$ cat config.mk
export PLATFORM = sky130hd
export DESIGN_NAME = snn_input_loader
export DESIGN_NICKNAME = d
export VERILOG_FILES = /design/src/rtl/snn_pkg.sv /design/src/rtl/snn_input_loader.sv
export SDC_FILE = /design/constraint.sdc
export NUM_CORES = 1
export LEC_CHECK = 0
export CAP_MARGIN = 5
export CELL_PAD_IN_SITES_DETAIL_PLACEMENT = 0
export CELL_PAD_IN_SITES_GLOBAL_PLACEMENT = 2
export CORE_MARGIN = 1.5
export CORE_UTILIZATION = 36
export CTS_CLUSTER_SIZE = 24
export DETAILED_ROUTE_END_ITERATION = 8
export GPL_ROUTABILITY_DRIVEN = 0
export HOLD_SLACK_MARGIN = 0.1
export PLACE_DENSITY_LB_ADDON = 0.08
export SLEW_MARGIN = 40
export SYNTH_ARGS = -nofsm -noshare
export SYNTH_HDL_FRONTEND = slang
export SYNTH_SLANG_ARGS = --single-unit
$ cat constraint.sdc
create_clock -name clk -period 5.9 [get_ports clk]
set_clock_uncertainty 0.2 [all_clocks]
set_input_delay 1.18 -clock clk [delete_from_list [all_inputs] [get_ports clk]]
set_output_delay 1.18 -clock clk [all_outputs]
set_load 0.02 [all_outputs]
$ cat src/rtl/snn_pkg.sv
// Shared types and constants for the SNN input loader.
// Holds the loader FSM encoding and frame/ASCII constants.
package snn_pkg;

  typedef enum logic [2:0] {
    S_IDLE,
    S_UNPACK,
    S_START,
    S_WAIT_DONE,
    S_SEND
  } state_t;

  localparam int          NUM_PIXELS = 784;
  localparam logic [7:0]  ASCII_ZERO = 8'h30;

endpackage

$ cat src/rtl/snn_input_loader.sv
// Unpacks received image bytes into a 1-bit pixel RAM, starts the
// inference core, and returns the classified digit as ASCII.
module snn_input_loader
  import snn_pkg::*;
#(
  parameter int NUM_BYTES = 98
) (
  input  logic       clk,
  input  logic       rst,
  input  logic       rx_rdy,
  input  logic [7:0] rx_data,
  output logic       ram_we,
  output logic [9:0] ram_addr,
  output logic       ram_data,
  output logic       snn_start,
  input  logic       snn_done,
  input  logic [3:0] snn_digit,
  output logic       tx_start,
  output logic [7:0] tx_data,
  input  logic       tx_busy,
  output logic       ovf
);

  localparam int BCW = $clog2(NUM_BYTES);
  localparam logic [BCW-1:0] LAST_BYTE = BCW'(NUM_BYTES - 1);

  state_t           r_state;
  logic [BCW-1:0]   r_byte_cnt;
  logic [2:0]       r_bit_cnt;
  logic [7:0]       r_shift;
  logic [7:0]       r_pend;
  logic             r_pend_full;
  logic [3:0]       r_digit;
  logic             r_ovf;
  logic             r_tx_start;
  logic [7:0]       r_tx_data;

  logic             w_unpack;
  logic [9:0]       w_addr;

  assign w_unpack = (r_state == S_UNPACK);
  assign w_addr   = 10'({r_byte_cnt, r_bit_cnt});

  always_ff @(posedge clk or posedge rst) begin
    if (rst) begin
      r_state     <= S_IDLE;
      r_byte_cnt  <= '0;
      r_bit_cnt   <= '0;
      r_shift     <= '0;
      r_pend      <= '0;
      r_pend_full <= 1'b0;
      r_digit     <= '0;
      r_ovf       <= 1'b0;
      r_tx_start  <= 1'b0;
      r_tx_data   <= '0;
    end else begin
      r_tx_start <= 1'b0;
      case (r_state)
        S_IDLE: begin
          if (rx_rdy) begin
            r_shift <= rx_data;
            r_state <= S_UNPACK;
          end
        end
        S_UNPACK: begin
          r_shift   <= r_shift >> 1;
          r_bit_cnt <= r_bit_cnt + 3'd1;
          if (r_bit_cnt == 3'd7) begin
            if (r_byte_cnt == LAST_BYTE) begin
              // Frame complete; anything still queued is lost.
              r_byte_cnt  <= '0;
              r_pend_full <= 1'b0;
              r_state     <= S_START;
              if (rx_rdy || r_pend_full) r_ovf <= 1'b1;
            end else begin
              r_byte_cnt <= r_byte_cnt + 1'b1;
              if (r_pend_full) begin
                r_shift <= r_pend;
                if (rx_rdy) r_pend <= rx_data;
                else        r_pend_full <= 1'b0;
              end else if (rx_rdy) begin
                r_shift <= rx_data;
              end else begin
                r_state <= S_IDLE;
              end
            end
          end else if (rx_rdy) begin
            if (r_pend_full) begin
              r_ovf <= 1'b1;
            end else begin
              r_pend      <= rx_data;
              r_pend_full <= 1'b1;
            end
          end
        end
        S_START: begin
          if (rx_rdy) r_ovf <= 1'b1;
          r_state <= S_WAIT_DONE;
        end
        S_WAIT_DONE: begin
          if (rx_rdy) r_ovf <= 1'b1;
          if (snn_done) begin
            r_digit <= snn_digit;
            r_state <= S_SEND;
          end
        end
        S_SEND: begin
          if (rx_rdy) r_ovf <= 1'b1;
          if (!tx_busy) begin
            r_tx_start <= 1'b1;
            r_tx_data  <= ASCII_ZERO + {4'd0, r_digit};
            r_state    <= S_IDLE;
          end
        end
        default: r_state <= S_IDLE;
      endcase
    end
  end

  assign ram_we    = w_unpack;
  assign ram_addr  = w_unpack ? w_addr : 10'd0;
  assign ram_data  = w_unpack & r_shift[0];
  assign snn_start = (r_state == S_START);
  assign tx_start  = r_tx_start;
  assign tx_data   = r_tx_data;
  assign ovf       = r_ovf;

endmodule

=== Word level (Yosys, flattened, before mapping) ===
Cells that the tools add are included.

* Register bits after elaboration: 44
* Logic and storage cells: 84

* Reduce and logical (&&, ||, !) cells: 14
* Equality and inequality tests: 21
* Add/subtract/negate cells: 3
* Bitwise logic cells: 2
* Muxes and demuxes: 34

{| class="wikitable"
|+ Operators with widths
! cell !! count
|-
| 8-bit two-way mux || 10
|-
| 3-bit two-way mux || 7
|-
| 3-bit by 2-bit != test with 1-bit output, second input constant || 7
|-
| 6-bit AND reduction || 3
|-
| 8-bit one-hot mux with 2 select lines || 1
|-
| 3-bit one-hot mux with 5 select lines || 1
|-
| 1-bit two-way mux || 12
|-
| 10-bit two-way mux || 1
|-
| 2-bit != test, second input constant || 5
|-
| 2-bit AND reduction || 5
|-
| 6-bit by 4-bit adder with 7-bit output, first input constant || 1
|-
| 7-bit by 1-bit adder with 7-bit output, second input constant || 1
|-
| 7-bit == test, second input constant || 1
|-
| 7-bit two-way mux || 1
|-
| 3-bit by 2-bit == test with 1-bit output, second input constant || 2
|-
| 3-bit == test, second input constant || 2
|-
| 2-bit by 1-bit != test with 1-bit output, second input constant || 3
|-
| 2-bit nonzero test || 3
|-
| 3-bit by 1-bit adder with 3-bit output, second input constant || 1
|-
| 3-bit by 1-bit == test with 1-bit output, second input constant || 1
|-
| 3-bit zero test || 1
|-
| 3-bit OR reduction || 1
|-
| 1-bit one-hot mux with 2 select lines || 1
|-
| 1-bit AND || 1
|-
| 2 further kinds || 2
|}

=== Logic depth before layout (Yosys ltp) ===
* Word-level depth: 5
* Mapped depth: 7

=== Worst setup path after synthesis ===
OpenSTA, ideal clock, no wires.

* Path type: reg-to-output
* Start point: reg r_state[1]
* End point: out ram_addr[0]
* Required time: 4.520 ns
* Buffers on the path: 3
* Cell stages (with the launch flop): 7
* Setup slack: 2.822 ns
* Arrival: 1.698 ns
* Cell sequence: dfrtp_1 -> buf_6 -> or3b_1 -> buf_6 -> clkinv_8 -> clkbuf_1 -> and2_1

* Cells in the longest elaborated chain, start to end: 2

{| class="wikitable"
|+ RTL lines
! item !! line !! text
|-
| from (decl) || snn_input_loader.sv:27 || <nowiki>state_t r_state;</nowiki>
|-
| from (signal assigned) || snn_input_loader.sv:46 || <nowiki>r_state <= S_IDLE;</nowiki>
|-
| from (signal assigned) || snn_input_loader.sv:62 || <nowiki>r_state <= S_UNPACK;</nowiki>
|-
| from (signal assigned) || snn_input_loader.sv:73 || <nowiki>r_state <= S_START;</nowiki>
|-
| 3-bit by 1-bit == test with 1-bit output || snn_input_loader.sv:41 || <nowiki>assign w_unpack = (r_state == S_UNPACK);</nowiki>
|-
| net ram_we || snn_input_loader.sv:12 || <nowiki>output logic ram_we,</nowiki>
|-
| 10-bit two-way mux || snn_input_loader.sv:121 || <nowiki>assign ram_addr = w_unpack ? w_addr : 10'd0;</nowiki>
|-
| to (decl) || snn_input_loader.sv:13 || <nowiki>output logic [9:0] ram_addr,</nowiki>
|}

The timed path passes the listed nets, and every way through them passes these cells.

=== Worst setup path in the final report ===
* Start point: reg r_state[1]
* End point: out ram_addr[3]

* Cells in the longest elaborated chain, start to end: 2

{| class="wikitable"
|+ RTL lines
! item !! line
|-
| 3-bit by 1-bit == test with 1-bit output || snn_input_loader.sv:41
|-
| 10-bit two-way mux || snn_input_loader.sv:121
|}

No other way between the ends.

==> qor.json <==
{
  "sta": {
    "relSlewSlack_pct": 46.02,
    "holdWs_ps": 298.9,
    "setup_tns_ps": 0,
    "worst_pin_slew_ps": 809.7,
    "setup_ws_ps": 2001,
    "fmaxAchievable_mhz": 256.5,
    "fin_crit_ps": 3899,
    "maxSlewViolCount": 0,
    "finalHoldViolations": 0,
    "rsz0062_at_grt": "no",
    "setup-violations-final": 0,
    "post-route-period-util_pct": 66.08
  },
  "placed_design": {
    "dpl-instance-area_sq_um": 2569,
    "dp.final_hpwl_um": 3389,
    "portBuffers": 37,
    "dp.cells": 306,
    "dp_slack_ps": 2190
  },
  "run_status": {
    "run_status": "completed"
  },
  "yosys": {
    "syn_area_sq_um": 2190,
    "asyncSetResetFlopFracSynth_pct": 100.0,
    "postSynth.topFlopCell": "dfrtp_1",
    "synth_cell_type_count": 45,
    "post_synth.cell_area_avg_sq_um": 10.58,
    "post_synth_edffs": 0,
    "synth.yosys.seq_area_share_pct": 46.86,
    "yosysWarnings": 0,
    "ys_seq_elements": 41,
    "syn_inst": 207
  },
  "pwr": {
    "power_per_cell_area_nw_per_um2": 417.4,
    "power.ir.vdd_worst_uv": 222.3,
    "finalPower_mw": 1.114,
    "power.leakage_nw": 1.141
  },
  "floorplan": {
    "die_y_um": 80.99,
    "die_w_um": 80.99,
    "num_io_pins": 40,
    "initial_util_pct": 37.20,
    "die-area_sq_um": 6559,
    "core_box_area_sq_um": 5886,
    "placement_rows": 28
  },
  "critical_path": {
    "crit_path_max_fanout": 18,
    "timing_worst_setup_path_type": "register to output pin",
    "r2r_end": "r_pend[7]$_DFFE_PP0P_",
    "rr_worst_depth": 4,
    "worstSetupEndpoint": "ram_addr[3]",
    "critical_path.startpoint_type": "register",
    "cp_data_arrival_time_ps": 2520,
    "worstSetupStartpoint": "r_state[1]$_DFFE_PP0P_",
    "critical_path_required_ps": 4520,
    "worstReg2RegStart": "r_state[1]$_DFFE_PP0P_",
    "cp-end-kind": "output pin",
    "r2r_slack_ps": 3170
  },
  "cells_and_area": {
    "utilization_pct": 45.37,
    "design.final.nets": 260,
    "layout_cells_sized_above_1_pct": 14.23,
    "postLayoutCellArea_sq_um": 2670,
    "num_antenna_cells": 0,
    "final_common_cell": "dfrtp_1",
    "final-instance-count-excl-fill": 314,
    "synthToLayoutAreaGrowth_pct": 21.94,
    "layout.cells.most_common_list": "dfrtp_1 (41), clkdlybuf4s50_1 (37), nand2_1 (18)"
  },
  "global_routing": {
    "grt_overflow_total": 0,
    "first_pass_grt_wire_length_um": 8128,
    "grt_pass1_vias": 1615,
    "pin_count_of_the_biggest_net_entering_global_routing": 42,
    "antenna_violations_before_repair": 0,
    "tot_gr_track_use_pct": 16.29
  },
  "route": {
    "wl_per_cell_um": 15.82,
    "drtAntennaViolNets": 0,
    "vias": 1674,
    "avgViaCountPerCell": 5.331,
    "dr.pass1.iters": 4,
    "drc": 0,
    "drt_wl_total_um": 4966,
    "detail_route.iter0.violations": 90
  },
  "cts": {
    "cts_tree": "built",
    "cts-root-to-sink-buffers": 2,
    "cts.sink_count": 41,
    "cts_htree_levels": 2,
    "ctsResizeCount": 0,
    "cts.root.buffer_cell": "clkbuf_8",
    "clock_buffers_created_by_tritoncts": 5,
    "postcts_setup_bufs": 0,
    "clkSlewWorstSetupHoldPaths_ps": 80,
    "insertion_delay_ps": 300,
    "hold_buffers": 0
  },
  "min_path": {
    "worstHoldPathType": "register to register"
  },
  "job": {
    "drv_cap": 0
  }
}
per-layer routing:
layer / vias up / track usage [%] / part of all wire [%]
met4: 0 / 5.690 / 1.4
li1: 790 / - / -
met2: 42 / 26.08 / 47
met1: 836 / 21.71 / 46
met5: - / 0 / 0
met3: 6 / 3.483 / 5.3
synthesized netlist by cell type, types with 2 or more instances:
| master | count | area (sq um) |
|---|---|---|
| nand3b_1 | 6 | 45.04 |
| xnor2_1 | 3 | 26.28 |
| mux2_2 | 9 | 101.4 |
| nand2_1 | 18 | 67.56 |
| ha_1 | 5 | 62.56 |
| nand4_1 | 3 | 18.77 |
| buf_6 | 3 | 33.78 |
| and2_1 | 9 | 56.30 |
| mux2_4 | 8 | 120.1 |
| buf_2 | 2 | 10.01 |
| a21oi_1 | 9 | 45.04 |
| a222oi_1 | 6 | 60.06 |
| nor3_1 | 3 | 15.01 |
| nand3_1 | 2 | 10.01 |
| dfrtp_1 | 41 | 1026 |
| nor2_1 | 11 | 41.29 |
| nor2b_1 | 2 | 12.51 |
| clkbuf_1 | 6 | 22.52 |
| inv_1 | 12 | 45.04 |
| o22ai_1 | 2 | 12.51 |
| o21ai_0 | 15 | 75.07 |
| a41oi_1 | 2 | 17.52 |
| mux2i_1 | 3 | 30.03 |
| a31oi_1 | 2 | 12.51 |
| buf_4 | 4 | 30.03 |
| nand2_2 | 2 | 12.51 |
worst max-delay path: stages, from the launching register on:
cell and delay, ps:
dfrtp_1 500, or3b_1 760, clkinv_8 210, and2_1 140
clkdlybuf4s50_1 600
layout make-up:
cell class                 instances  area, sq um
multi-input combinational        139         1010
clock inverter                     1        5.005
fill                             563         3216
inverter                          13        61.31
sequential                        41         1026
tap                               75        93.84
timing repair buffer              38        377.9
clock buffer                       7        96.34
logic make-up (layout without fill, tap and decap cells):
| logic type | after synthesis | after routing | share of synthesized area [%] |
|---|---|---|---|
| compound gates | 43 | 43 | 13.14 |
| xor+xnor | 3 | 3 | 1.200 |
| fa+ha+maj | 5 | 5 | 2.857 |
| buf+inv | 28 | 59 | 7.200 |
| flops | 41 | 41 | 46.86 |
| mux | 20 | 20 | 11.49 |
| other cells | 1 | 2 | 0.1713 |
| simple gates | 66 | 66 | 17.09 |
where the power goes:
part / internal [mW] / total (mW) / switching [mW]
clock: 0.106 / 0.208 / 0.102
combinational: 0.235 / 0.470 / 0.235
sequential: 0.369 / 0.436 / 0.0672
state kept, by name, indices dropped and copies added (netlist names):
name,count
r_bit_cnt,3
r_pend_full,1
r_digit,4
r_state,3
ovf,1
r_pend,8
tx_start,1
r_shift,8
r_byte_cnt,7
tx_data,5
worst min path at each step:
stage,end,start,cells after the start,slack [ps]
after floorplan,r_bit_cnt[1]$_DFFE_PP0N_,r_bit_cnt[1]$_DFFE_PP0N_,2,260
after global placement,ovf$_DFFE_PP0P_,ovf$_DFFE_PP0P_,2,270
after detailed placement,tx_data[1]$_DFFE_PP0P_,r_digit[1]$_DFFE_PP0P_,1,290
after CTS,tx_data[1]$_DFFE_PP0P_,r_digit[1]$_DFFE_PP0P_,1,310
after global routing,tx_data[1]$_DFFE_PP0P_,r_digit[1]$_DFFE_PP0P_,1,320
final,ovf$_DFFE_PP0P_,ovf$_DFFE_PP0P_,2,300
Note: power is estimated with default switching activity, not from simulation.
